[src/rtl/rx_libnet_pkg.sv]
// Shared types and default header field offsets for the multi-channel receive libnet.
package rx_libnet_pkg;

   typedef enum logic [1:0] {
      PARSE  = 2'd0,
      STREAM = 2'd1,
      DROP   = 2'd2
   } state_e;

   localparam int SEQ_LSB_DEF = 344;
   localparam int SYN_BIT_DEF = 377;
   localparam int CH_LSB_DEF  = 384;

endpackage

[src/rtl/rx_libnet_mc_if.sv]
// AXI-Stream bundle used on both the sysnet (slave) and application (master) sides.
interface rx_libnet_mc_if #(
   parameter int DATA_W = 512,
   parameter int USER_W = 64,
   parameter int CH_W   = 2
);
   logic [DATA_W-1:0]   tdata;
   logic [DATA_W/8-1:0] tkeep;
   logic [USER_W-1:0]   tuser;
   logic [CH_W-1:0]     tdest;
   logic                tlast;
   logic                tvalid;
   logic                tready;

   modport master (output tdata, tkeep, tuser, tdest, tlast, tvalid, input tready);
   modport slave  (input tdata, tkeep, tuser, tdest, tlast, tvalid, output tready);
endinterface

[src/rtl/rx_libnet_mc_axis_reg_slice.sv]
// One-deep registered AXI-Stream output stage; can_load says a new beat may be written this cycle.
module axis_reg_slice
   import rx_libnet_pkg::*;
#(
   parameter int DATA_W = 512,
   parameter int USER_W = 64,
   parameter int CH_W   = 2
) (
   input  logic                clk,
   input  logic                resetn,
   input  logic                load,
   input  logic [DATA_W-1:0]   d_data,
   input  logic [DATA_W/8-1:0] d_keep,
   input  logic [USER_W-1:0]   d_user,
   input  logic [CH_W-1:0]     d_dest,
   input  logic                d_last,
   output logic                can_load,
   rx_libnet_mc_if.master      m
);

   assign can_load = !m.tvalid || m.tready;

   always_ff @(posedge clk) begin
      if (!resetn) begin
         m.tvalid <= 1'b0;
         m.tdata  <= '0;
         m.tkeep  <= '0;
         m.tuser  <= '0;
         m.tdest  <= '0;
         m.tlast  <= 1'b0;
      end else if (load) begin
         m.tvalid <= 1'b1;
         m.tdata  <= d_data;
         m.tkeep  <= d_keep;
         m.tuser  <= d_user;
         m.tdest  <= d_dest;
         m.tlast  <= d_last;
      end else if (m.tvalid && m.tready) begin
         m.tvalid <= 1'b0;
      end
   end

endmodule

[src/rtl/rx_libnet_mc.sv]
// Multi-channel receive libnet: per-channel sequence tracking, header strip, in-order forward, acks.
// Optional statistics counters are enabled with RX_LIBNET_MC_STATS_EN.
module rx_libnet_mc
   import rx_libnet_pkg::*;
#(
   parameter int DATA_W  = 512,
   parameter int USER_W  = 64,
   parameter int NUM_CH  = 4,
   parameter int CH_W    = 2,
   parameter int SEQ_W   = 32,
   parameter int SEQ_LSB = SEQ_LSB_DEF,
   parameter int SYN_BIT = SYN_BIT_DEF,
   parameter int CH_LSB  = CH_LSB_DEF
) (
   input  logic             clk,
   input  logic             resetn,
   rx_libnet_mc_if.slave    rx,
   rx_libnet_mc_if.master   tx,
   output logic             ack_valid,
   input  logic             ack_ready,
   output logic [CH_W-1:0]  ack_ch,
   output logic [SEQ_W-1:0] ack_seq,
   output logic [1:0]       dbg_state
`ifdef RX_LIBNET_MC_STATS_EN
   ,
   output logic [31:0]      drop_cnt,
   output logic [31:0]      syn_cnt
`endif
);

   // Handshakes: a transfer happens on a rising clk edge where valid && ready; the sender
   // holds payload stable while valid && !ready and never drops valid until the transfer.

   localparam logic [1:0] ST_PARSE  = PARSE;
   localparam logic [1:0] ST_STREAM = STREAM;
   localparam logic [1:0] ST_DROP   = DROP;
   localparam int IDX_W = (NUM_CH > 1) ? $clog2(NUM_CH) : 1;

   logic [1:0]       state;
   logic [SEQ_W-1:0] seq_tbl [NUM_CH];
   logic [CH_W-1:0]  cur_ch;

   logic [CH_W-1:0]  h_ch;
   logic [IDX_W-1:0] h_idx;
   logic [SEQ_W-1:0] h_seq;
   logic [SEQ_W-1:0] tbl_seq;
   logic             h_syn;
   logic             ch_ok;
   logic             rx_rdy;
   logic             acc;
   logic             hdr_acc;
   logic             can_load;

   assign h_ch    = rx.tdata[CH_LSB +: CH_W];
   assign h_idx   = h_ch[IDX_W-1:0];
   assign h_seq   = rx.tdata[SEQ_LSB +: SEQ_W];
   assign h_syn   = rx.tdata[SYN_BIT];
   assign ch_ok   = 32'(h_ch) < NUM_CH;
   assign tbl_seq = ch_ok ? seq_tbl[h_idx] : '0;

   // A pending ack only holds back headers; payload and drop beats keep flowing.
   always_comb begin
      rx_rdy = 1'b1;
      case (state)
         ST_PARSE:  rx_rdy = !ack_valid;
         ST_STREAM: rx_rdy = can_load;
         default:   rx_rdy = 1'b1;
      endcase
   end

   assign rx.tready = rx_rdy;
   assign acc       = rx.tvalid && rx_rdy;
   assign hdr_acc   = acc && (state == ST_PARSE);
   assign dbg_state = state;

   always_ff @(posedge clk) begin
      if (!resetn) begin
         state     <= ST_PARSE;
         cur_ch    <= '0;
         ack_valid <= 1'b0;
         ack_ch    <= '0;
         ack_seq   <= '0;
         for (int i = 0; i < NUM_CH; i++) seq_tbl[i] <= '0;
      end else begin
         if (ack_valid && ack_ready) ack_valid <= 1'b0;
         case (state)
            ST_PARSE: begin
               if (hdr_acc) begin
                  if (!ch_ok) begin
                     state <= rx.tlast ? ST_PARSE : ST_DROP;
                  end else begin
                     ack_valid <= 1'b1;
                     ack_ch    <= h_ch;
                     if (h_syn) begin
                        seq_tbl[h_idx] <= h_seq;
                        ack_seq        <= h_seq;
                        state          <= rx.tlast ? ST_PARSE : ST_DROP;
                     end else if (h_seq == tbl_seq) begin
                        seq_tbl[h_idx] <= h_seq + 1'b1;
                        ack_seq        <= h_seq + 1'b1;
                        cur_ch         <= h_ch;
                        state          <= rx.tlast ? ST_PARSE : ST_STREAM;
                     end else begin
                        ack_seq <= tbl_seq;
                        state   <= rx.tlast ? ST_PARSE : ST_DROP;
                     end
                  end
               end
            end
            default: begin
               if (acc && rx.tlast) state <= ST_PARSE;
            end
         endcase
      end
   end

   axis_reg_slice #(
      .DATA_W (DATA_W),
      .USER_W (USER_W),
      .CH_W   (CH_W)
   ) u_slice (
      .clk      (clk),
      .resetn   (resetn),
      .load     (acc && (state == ST_STREAM)),
      .d_data   (rx.tdata),
      .d_keep   (rx.tkeep),
      .d_user   (rx.tuser),
      .d_dest   (cur_ch),
      .d_last   (rx.tlast),
      .can_load (can_load),
      .m        (tx)
   );

`ifdef RX_LIBNET_MC_STATS_EN
   // Bad-channel headers count as drops even when SYN is set, since they never reach the table.
   always_ff @(posedge clk) begin
      if (!resetn) begin
         drop_cnt <= '0;
         syn_cnt  <= '0;
      end else if (hdr_acc) begin
         if (!ch_ok || (!h_syn && (h_seq != tbl_seq))) begin
            if (drop_cnt != '1) drop_cnt <= drop_cnt + 1'b1;
         end else if (h_syn) begin
            if (syn_cnt != '1) syn_cnt <= syn_cnt + 1'b1;
         end
      end
   end
`endif

endmodule

[src/flat_wrapper.sv]
// flat-port wrapper written by rule: the top's interface ports become plain ports
module rx_libnet_mc_flat import rx_libnet_pkg::*;
#(
   parameter int DATA_W  = 512,
   parameter int USER_W  = 64,
   parameter int NUM_CH  = 4,
   parameter int CH_W    = 2,
   parameter int SEQ_W   = 32,
   parameter int SEQ_LSB = SEQ_LSB_DEF,
   parameter int SYN_BIT = SYN_BIT_DEF,
   parameter int CH_LSB  = CH_LSB_DEF
)
  (clk, resetn, ack_valid, ack_ready, ack_ch, ack_seq, dbg_state, rx_tdata, rx_tkeep, rx_tuser, rx_tdest, rx_tlast, rx_tvalid, rx_tready, tx_tdata, tx_tkeep, tx_tuser, tx_tdest, tx_tlast, tx_tvalid, tx_tready);
  rx_libnet_mc_if #(.DATA_W(DATA_W), .USER_W(USER_W), .CH_W(CH_W)) rx_i ();
  rx_libnet_mc_if #(.DATA_W(DATA_W), .USER_W(USER_W), .CH_W(CH_W)) tx_i ();
  input  logic clk;
  input  logic resetn;
  output logic ack_valid;
  input  logic ack_ready;
  output logic [CH_W-1:0] ack_ch;
  output logic [SEQ_W-1:0] ack_seq;
  output logic [1:0] dbg_state;
  input wire logic [$bits(rx_i.tdata)-1:0] rx_tdata;
  input wire logic [$bits(rx_i.tkeep)-1:0] rx_tkeep;
  input wire logic [$bits(rx_i.tuser)-1:0] rx_tuser;
  input wire logic [$bits(rx_i.tdest)-1:0] rx_tdest;
  input wire logic [$bits(rx_i.tlast)-1:0] rx_tlast;
  input wire logic [$bits(rx_i.tvalid)-1:0] rx_tvalid;
  output wire logic [$bits(rx_i.tready)-1:0] rx_tready;
  output wire logic [$bits(tx_i.tdata)-1:0] tx_tdata;
  output wire logic [$bits(tx_i.tkeep)-1:0] tx_tkeep;
  output wire logic [$bits(tx_i.tuser)-1:0] tx_tuser;
  output wire logic [$bits(tx_i.tdest)-1:0] tx_tdest;
  output wire logic [$bits(tx_i.tlast)-1:0] tx_tlast;
  output wire logic [$bits(tx_i.tvalid)-1:0] tx_tvalid;
  input wire logic [$bits(tx_i.tready)-1:0] tx_tready;
  assign rx_i.tdata = rx_tdata;
  assign rx_i.tkeep = rx_tkeep;
  assign rx_i.tuser = rx_tuser;
  assign rx_i.tdest = rx_tdest;
  assign rx_i.tlast = rx_tlast;
  assign rx_i.tvalid = rx_tvalid;
  assign rx_tready = rx_i.tready;
  assign tx_tdata = tx_i.tdata;
  assign tx_tkeep = tx_i.tkeep;
  assign tx_tuser = tx_i.tuser;
  assign tx_tdest = tx_i.tdest;
  assign tx_tlast = tx_i.tlast;
  assign tx_tvalid = tx_i.tvalid;
  assign tx_i.tready = tx_tready;
  rx_libnet_mc #(.DATA_W(DATA_W), .USER_W(USER_W), .NUM_CH(NUM_CH), .CH_W(CH_W), .SEQ_W(SEQ_W), .SEQ_LSB(SEQ_LSB), .SYN_BIT(SYN_BIT), .CH_LSB(CH_LSB)) u_core (.clk(clk), .resetn(resetn), .rx(rx_i), .tx(tx_i), .ack_valid(ack_valid), .ack_ready(ack_ready), .ack_ch(ack_ch), .ack_seq(ack_seq), .dbg_state(dbg_state));
endmodule
[config.mk]
export PLATFORM = sky130hd
export DESIGN_NAME = rx_libnet_mc_flat
export DESIGN_NICKNAME = d
export VERILOG_FILES = /design/src/rtl/rx_libnet_pkg.sv /design/src/rtl/rx_libnet_mc_if.sv /design/src/rtl/rx_libnet_mc_axis_reg_slice.sv /design/src/rtl/rx_libnet_mc.sv /design/src/flat_wrapper.sv
export SDC_FILE = /design/constraint.sdc
export NUM_CORES = 2
export LEC_CHECK = 0
export BUFFER_PORTS_ARGS = -buffer_cell sky130_fd_sc_hd__buf_2
export CORE_AREA = 10 10 513 515
export CTS_BUF_LIST = sky130_fd_sc_hd__clkbuf_8
export DETAILED_ROUTE_END_ITERATION = 12
export DIE_AREA = 0 0 523 525
export PLACE_DENSITY_LB_ADDON = 0.3
export SETUP_SLACK_MARGIN = 0.05
export SLEW_MARGIN = 15
export SYNTH_ARGS = -nofsm -noshare
export SYNTH_HDL_FRONTEND = slang
export SYNTH_HIERARCHICAL = 1
export SYNTH_SLANG_ARGS = --single-unit
export TNS_END_PERCENT = 30
[constraint.sdc]
create_clock -name clk -period 5.5 [get_ports clk]
set_input_delay 1.1 -clock clk [delete_from_list [all_inputs] [get_ports clk]]
set_output_delay 1.1 -clock clk [all_outputs]
set_load 0.05 [all_outputs]
== Word-level counts from Yosys, hierarchy flattened ==
Memory sizes are Yosys's and may differ from the RTL's.
Index checks and enable logic that the tools add are counted.
W data, S select, Z words.

* Flip-flop bits (word level): 683
* Bits in writable memories: 128
* Input bits: 648
* Output and inout bits: 682
* Memories kept: 1

{| class="wikitable"
|+ Memory list
! name !! words !! bits a word !! read ports !! clocked after Yosys merged registers in !! wr ports !! line !! text
|-
| u_core.seq_tbl || 4 || 32 || 1 || 0 || 4 || rx_libnet_mc.sv:40 || <nowiki>logic [SEQ_W-1:0] seq_tbl [NUM_CH];</nowiki>
|}

* Add/subtract/negate cells: 1
* Equality and inequality tests: 3
* Mux-type cells: 31
* Bitwise logic cells: 2
* Reduce and logical (&&, ||, !) cells: 16

{| class="wikitable"
|+ Operator list
! kind !! count
|-
| $mux W32 || 4
|-
| $add A32 B1 Y32 const B || 1
|-
| $eq A32 B32 Y1 || 1
|-
| $reduce_or A32 Y1 || 1
|-
| $mux W1 || 19
|-
| $mux W2 || 7
|-
| $logic_and A1 B1 Y1 || 6
|-
| $reduce_and A2 Y1 || 2
|-
| $reduce_and A4 Y1 || 1
|-
| $reduce_bool A2 Y1 || 2
|-
| $eq A2 B1 Y1 const B || 1
|-
| $logic_not A1 Y1 || 2
|-
| $logic_not A2 Y1 || 1
|-
| $ne A2 B1 Y1 const B || 1
|-
| $pmux W1 S2 || 1
|-
| $logic_or A1 B1 Y1 || 1
|-
| $not A1 Y1 || 1
|-
| $or A1 B1 Y1 || 1
|}

== Logic depth before layout (Yosys ltp) ==
* Word-level depth: 12
* Mapped depth: 12
* Gate-level depth less buffers: 9

== Cells and area by module ==
The synthesis kept the hierarchy.

{| class="wikitable"
|+ By module, submodules not included
! module !! instances !! cells an instance !! area each (µm²) !! seq. area each (µm²)
|-
| axis_reg_slice || 1 || 2077 || 24233.2 || 12892.4
|-
| rx_libnet_mc || 1 || 847 || 8809.7 || 4624.4
|}

== Worst setup path after synthesis ==
Ideal clock, no wire load.

* Path type: input -> register
* Start: input port rx_tdata[384]
* End: memory u_core.seq_tbl[3][0], enable pin
* Library setup time: 466 ps
* Data arrival time: 5243 ps
* Data required time: 5034 ps
* Slack: -209 ps
* Cell stages on the path: 9
* Cells stage by stage: buf_2 mux4_2 xnor2_1 nand4_1 nor4_2 and3_1 buf_2 nor2_1 o21ai_0

{| class="wikitable"
|+ RTL lines
! item !! line !! text
|-
| start, declared || flat_wrapper.sv:23 || <nowiki>input wire logic [$bits(rx_i.tdata)-1:0] rx_tdata;</nowiki>
|-
| end, declared || rx_libnet_mc.sv:40 ||
|}

==> impl_metrics.yaml <==
clock_network:
  cts_buffers: 165
  hold_buffers: 0
  clock-root-buffer: "clkbuf_8"
  clk_pin_slew_ns: 0.06
  cts_tree: "done"
  cts_htree_levels: 4
  clk_latency_ns: 0.93
  post_cts_buffers: 0
  clock_path_buffers: 3
  ctsResizeCount: 0
  clock_sinks: 811
routing:
  ant_nets: 0
  wirelength_microns: 223000
  drt_iter0_drc: 1716
  drc: 0
  via_count: 28300
  wire_per_inst_microns: 28.5
  via_per_inst: 3.62
  drt_first_pass_iters: 5
logic_synthesis:
  syn_nets: 3573
  synth_edf_count: 128
  synth-seq-cells: 811
  synth_top_family_by_area: "multiplexers"
  synthXorXnorAreaFrac_pct: 1.35
  async_flop_share_pct: 0
  synth_mux_area_share_pct: 21.9
  netlist_instances: 2924
  syn_area_sq_mm: 0.0330
  synth.distinct_cells: 52
  avgSynthCellArea_sq_um: 11.3
  yosys.area.top_type_share_pct: 41.4
  synth_compound_area_share_pct: 3.12
  yosysWarningCount: 6
  ys_seq_area_share_pct: 53.0
  synth.largest_area_cell: "dfxtp_1"
  yosys.area_share.simple_pct: 17.0
  synth_ff_type: "dfxtp_1"
  synth_fa_ha_area_share_pct: 0.0379
  synth_area_leaders: "dfxtp_1 41%, mux2i_1 20%, nor2b_1 12%"
placed_design:
  gp_congestion: 0.984
  hpwlAfterDp_microns: 184000
  port_buffers: 1327
sta:
  setup_tns_ns: 0
  hold_ws_ns: 0.423
  fin_crit_ns: 4.03
  finalHoldViolations: 0
  fin_skew_ns: 0.0781
  slew_viol_final: 0
  setup_viol: 0
  relSlewSlack_pct: 19.2
  grt_setup_unrepaired: "no"
  tightest_slew_ns: 1.21
  post-route-period-util_pct: 73.2
  fmax_mhz: 248
global_route:
  grt.total_usage_pct: 15.4
  grt_max_degree: 128
  antenna_found_initial: 198
  grt_remaining_overflow: 0
  grt_pass1_wl_microns: 286000
  grt_pass1_vias: 27800
power_and_ir_drop:
  power.density_mw_per_mm2: 300
  max-vdd-ir-drop_v: 0.000175
  p_leak_nw: 18.3
die:
  start_util_pct: 13.1
  core_sq_mm: 0.253
  die_area_sq_mm: 0.275
  std_cell_rows: 185
  fp.dieH_microns: 525
  die_x_microns: 523
  num_io_pins: 1330
final_layout:
  final_layout_size_suffix_gt1_share_pct: 38.5
  final_cell_mix: "1326 x buf_2, 683 x dfxtp_1, 650 x nor2b_1, 645 x mux2i_1, 204 x clkbuf_8"
  utilization_pct: 18.7
  mostFrequentLayoutCell: "buf_2"
  areaGrowthSynthToFinish_pct: 43.3
  nFillCells: 28200
  layout.nets: 4917
critical_path:
  start_kind: "primary input"
  arrival_ns: 4.59
  crit_path_end_kind: "flop"
  critPathRequiredTime_ns: 6.06
  path_class: "in2reg"
  worst-path-max-fanout: 41
status:
  outcome: "complete, no violations"
worst_hold_path:
  min_path_type: "in2reg"
job:
  drv_cap: 0
through the flow:
stage	cells	power, mW	worst slack, ns	cell area (sq um)
5_1_grt	7785	14.9	1.38	47300
2_1_floorplan	2924	6.65	0.658	33000
4_1_cts	7772	14.6	1.59	47200
3_3_place_gp	7467	7.21	0.520	43500
3_5_place_dp	7467	7.21	0.575	43500
6_report	7817	14.2	1.47	47400
synthesized netlist by cell type, types with 7 or more instances:
cell and number:
o21ai_0 38, inv_1 7, nor2_1 102, xnor2_1 44, a21oi_1 83, nor3_1 18, xor2_1 7, and2_1 22
buf_4 53, a22oi_1 9, clkbuf_1 121, nor2b_1 650, nand2_1 96, buf_2 21, nand4_1 13, edfxtp_1 128
mux4_2 32, and3_1 19, a31oi_1 15, mux2i_1 645, nand3_1 21, o21a_1 7, dfxtp_1 683, buf_6 16
worst max-delay path: stages:
cell     delay, ns
buf_2         0.12
buf_12        0.26
mux4_2        0.60
xnor2_1       0.30
nand4_1       0.20
nor4_2        0.40
buf_4         0.19
and3_1        0.34
nor2_1        0.11
or3_1         0.38
nand2_1       0.27
buf_12        0.22
power by group:
part           internal [mW]  leakage [nW]  switching (mW)
clock network           3.95          2.11            3.20
registers               6.09          6.82          0.0304
logic                  0.383          9.35           0.570
metal layers:
metal / up-vias / share of wire, % / global-route usage (%)
met5: - / 0.39 / 0
met4: 120 / 2.3 / 3.35
met3: 477 / 12 / 8.32
met2: 1449 / 47 / 25.6
met1: 13500 / 38 / 17.4
li1: 12800 / - / -
final timing paths:
path	from	end	slack [ns]	cells after the start
max	rx_tdata[384]	u_core/seq_tbl[2][20]	1.47	12
min	rx_tdata[318]	u_core/u_slice/m.tdata[318]	0.42	3
max reg2reg	u_core/seq_tbl[3][27]	u_core/seq_tbl[2][20]	1.84	10
min reg2reg	u_core/ack_ch[1]	u_core/ack_ch[1]	0.47	2
cells by family after synthesis:
family / after synthesis
flip-flops: 811
adder cells (fa/ha/maj): 1
AND/OR/NAND/NOR: 977
XOR/XNOR: 51
multiplexers: 682
AO/OA/AOI/OAI: 178
buffers and inverters: 224
flip-flops by register name (all words and copies together), names as in the netlist:
register / count
u_core/ack_ch: 2
u_core/ack_seq: 32
u_core/ack_valid: 1
u_core/cur_ch: 2
u_core/dbg_state: 2
u_core/seq_tbl: 128
u_core/u_slice/m.tdata: 512
u_core/u_slice/m.tdest: 2
u_core/u_slice/m.tkeep: 64
u_core/u_slice/m.tlast: 1
u_core/u_slice/m.tuser: 64
u_core/u_slice/m.tvalid: 1
cell type report:
cell class              count  area (sq um)  area share (%)
diodes                     45           113           0.238
clock buffers             204          2810            5.93
clock inverters           101           936            1.98
inverters                   8          30.0          0.0634
multi-input cells        1889         14400            30.3
flip-flops and latches    811         17500            37.0
well taps                3366          4210            8.89
repair buffers           1393          7380            15.6
(Power assumes the default switching activity.)
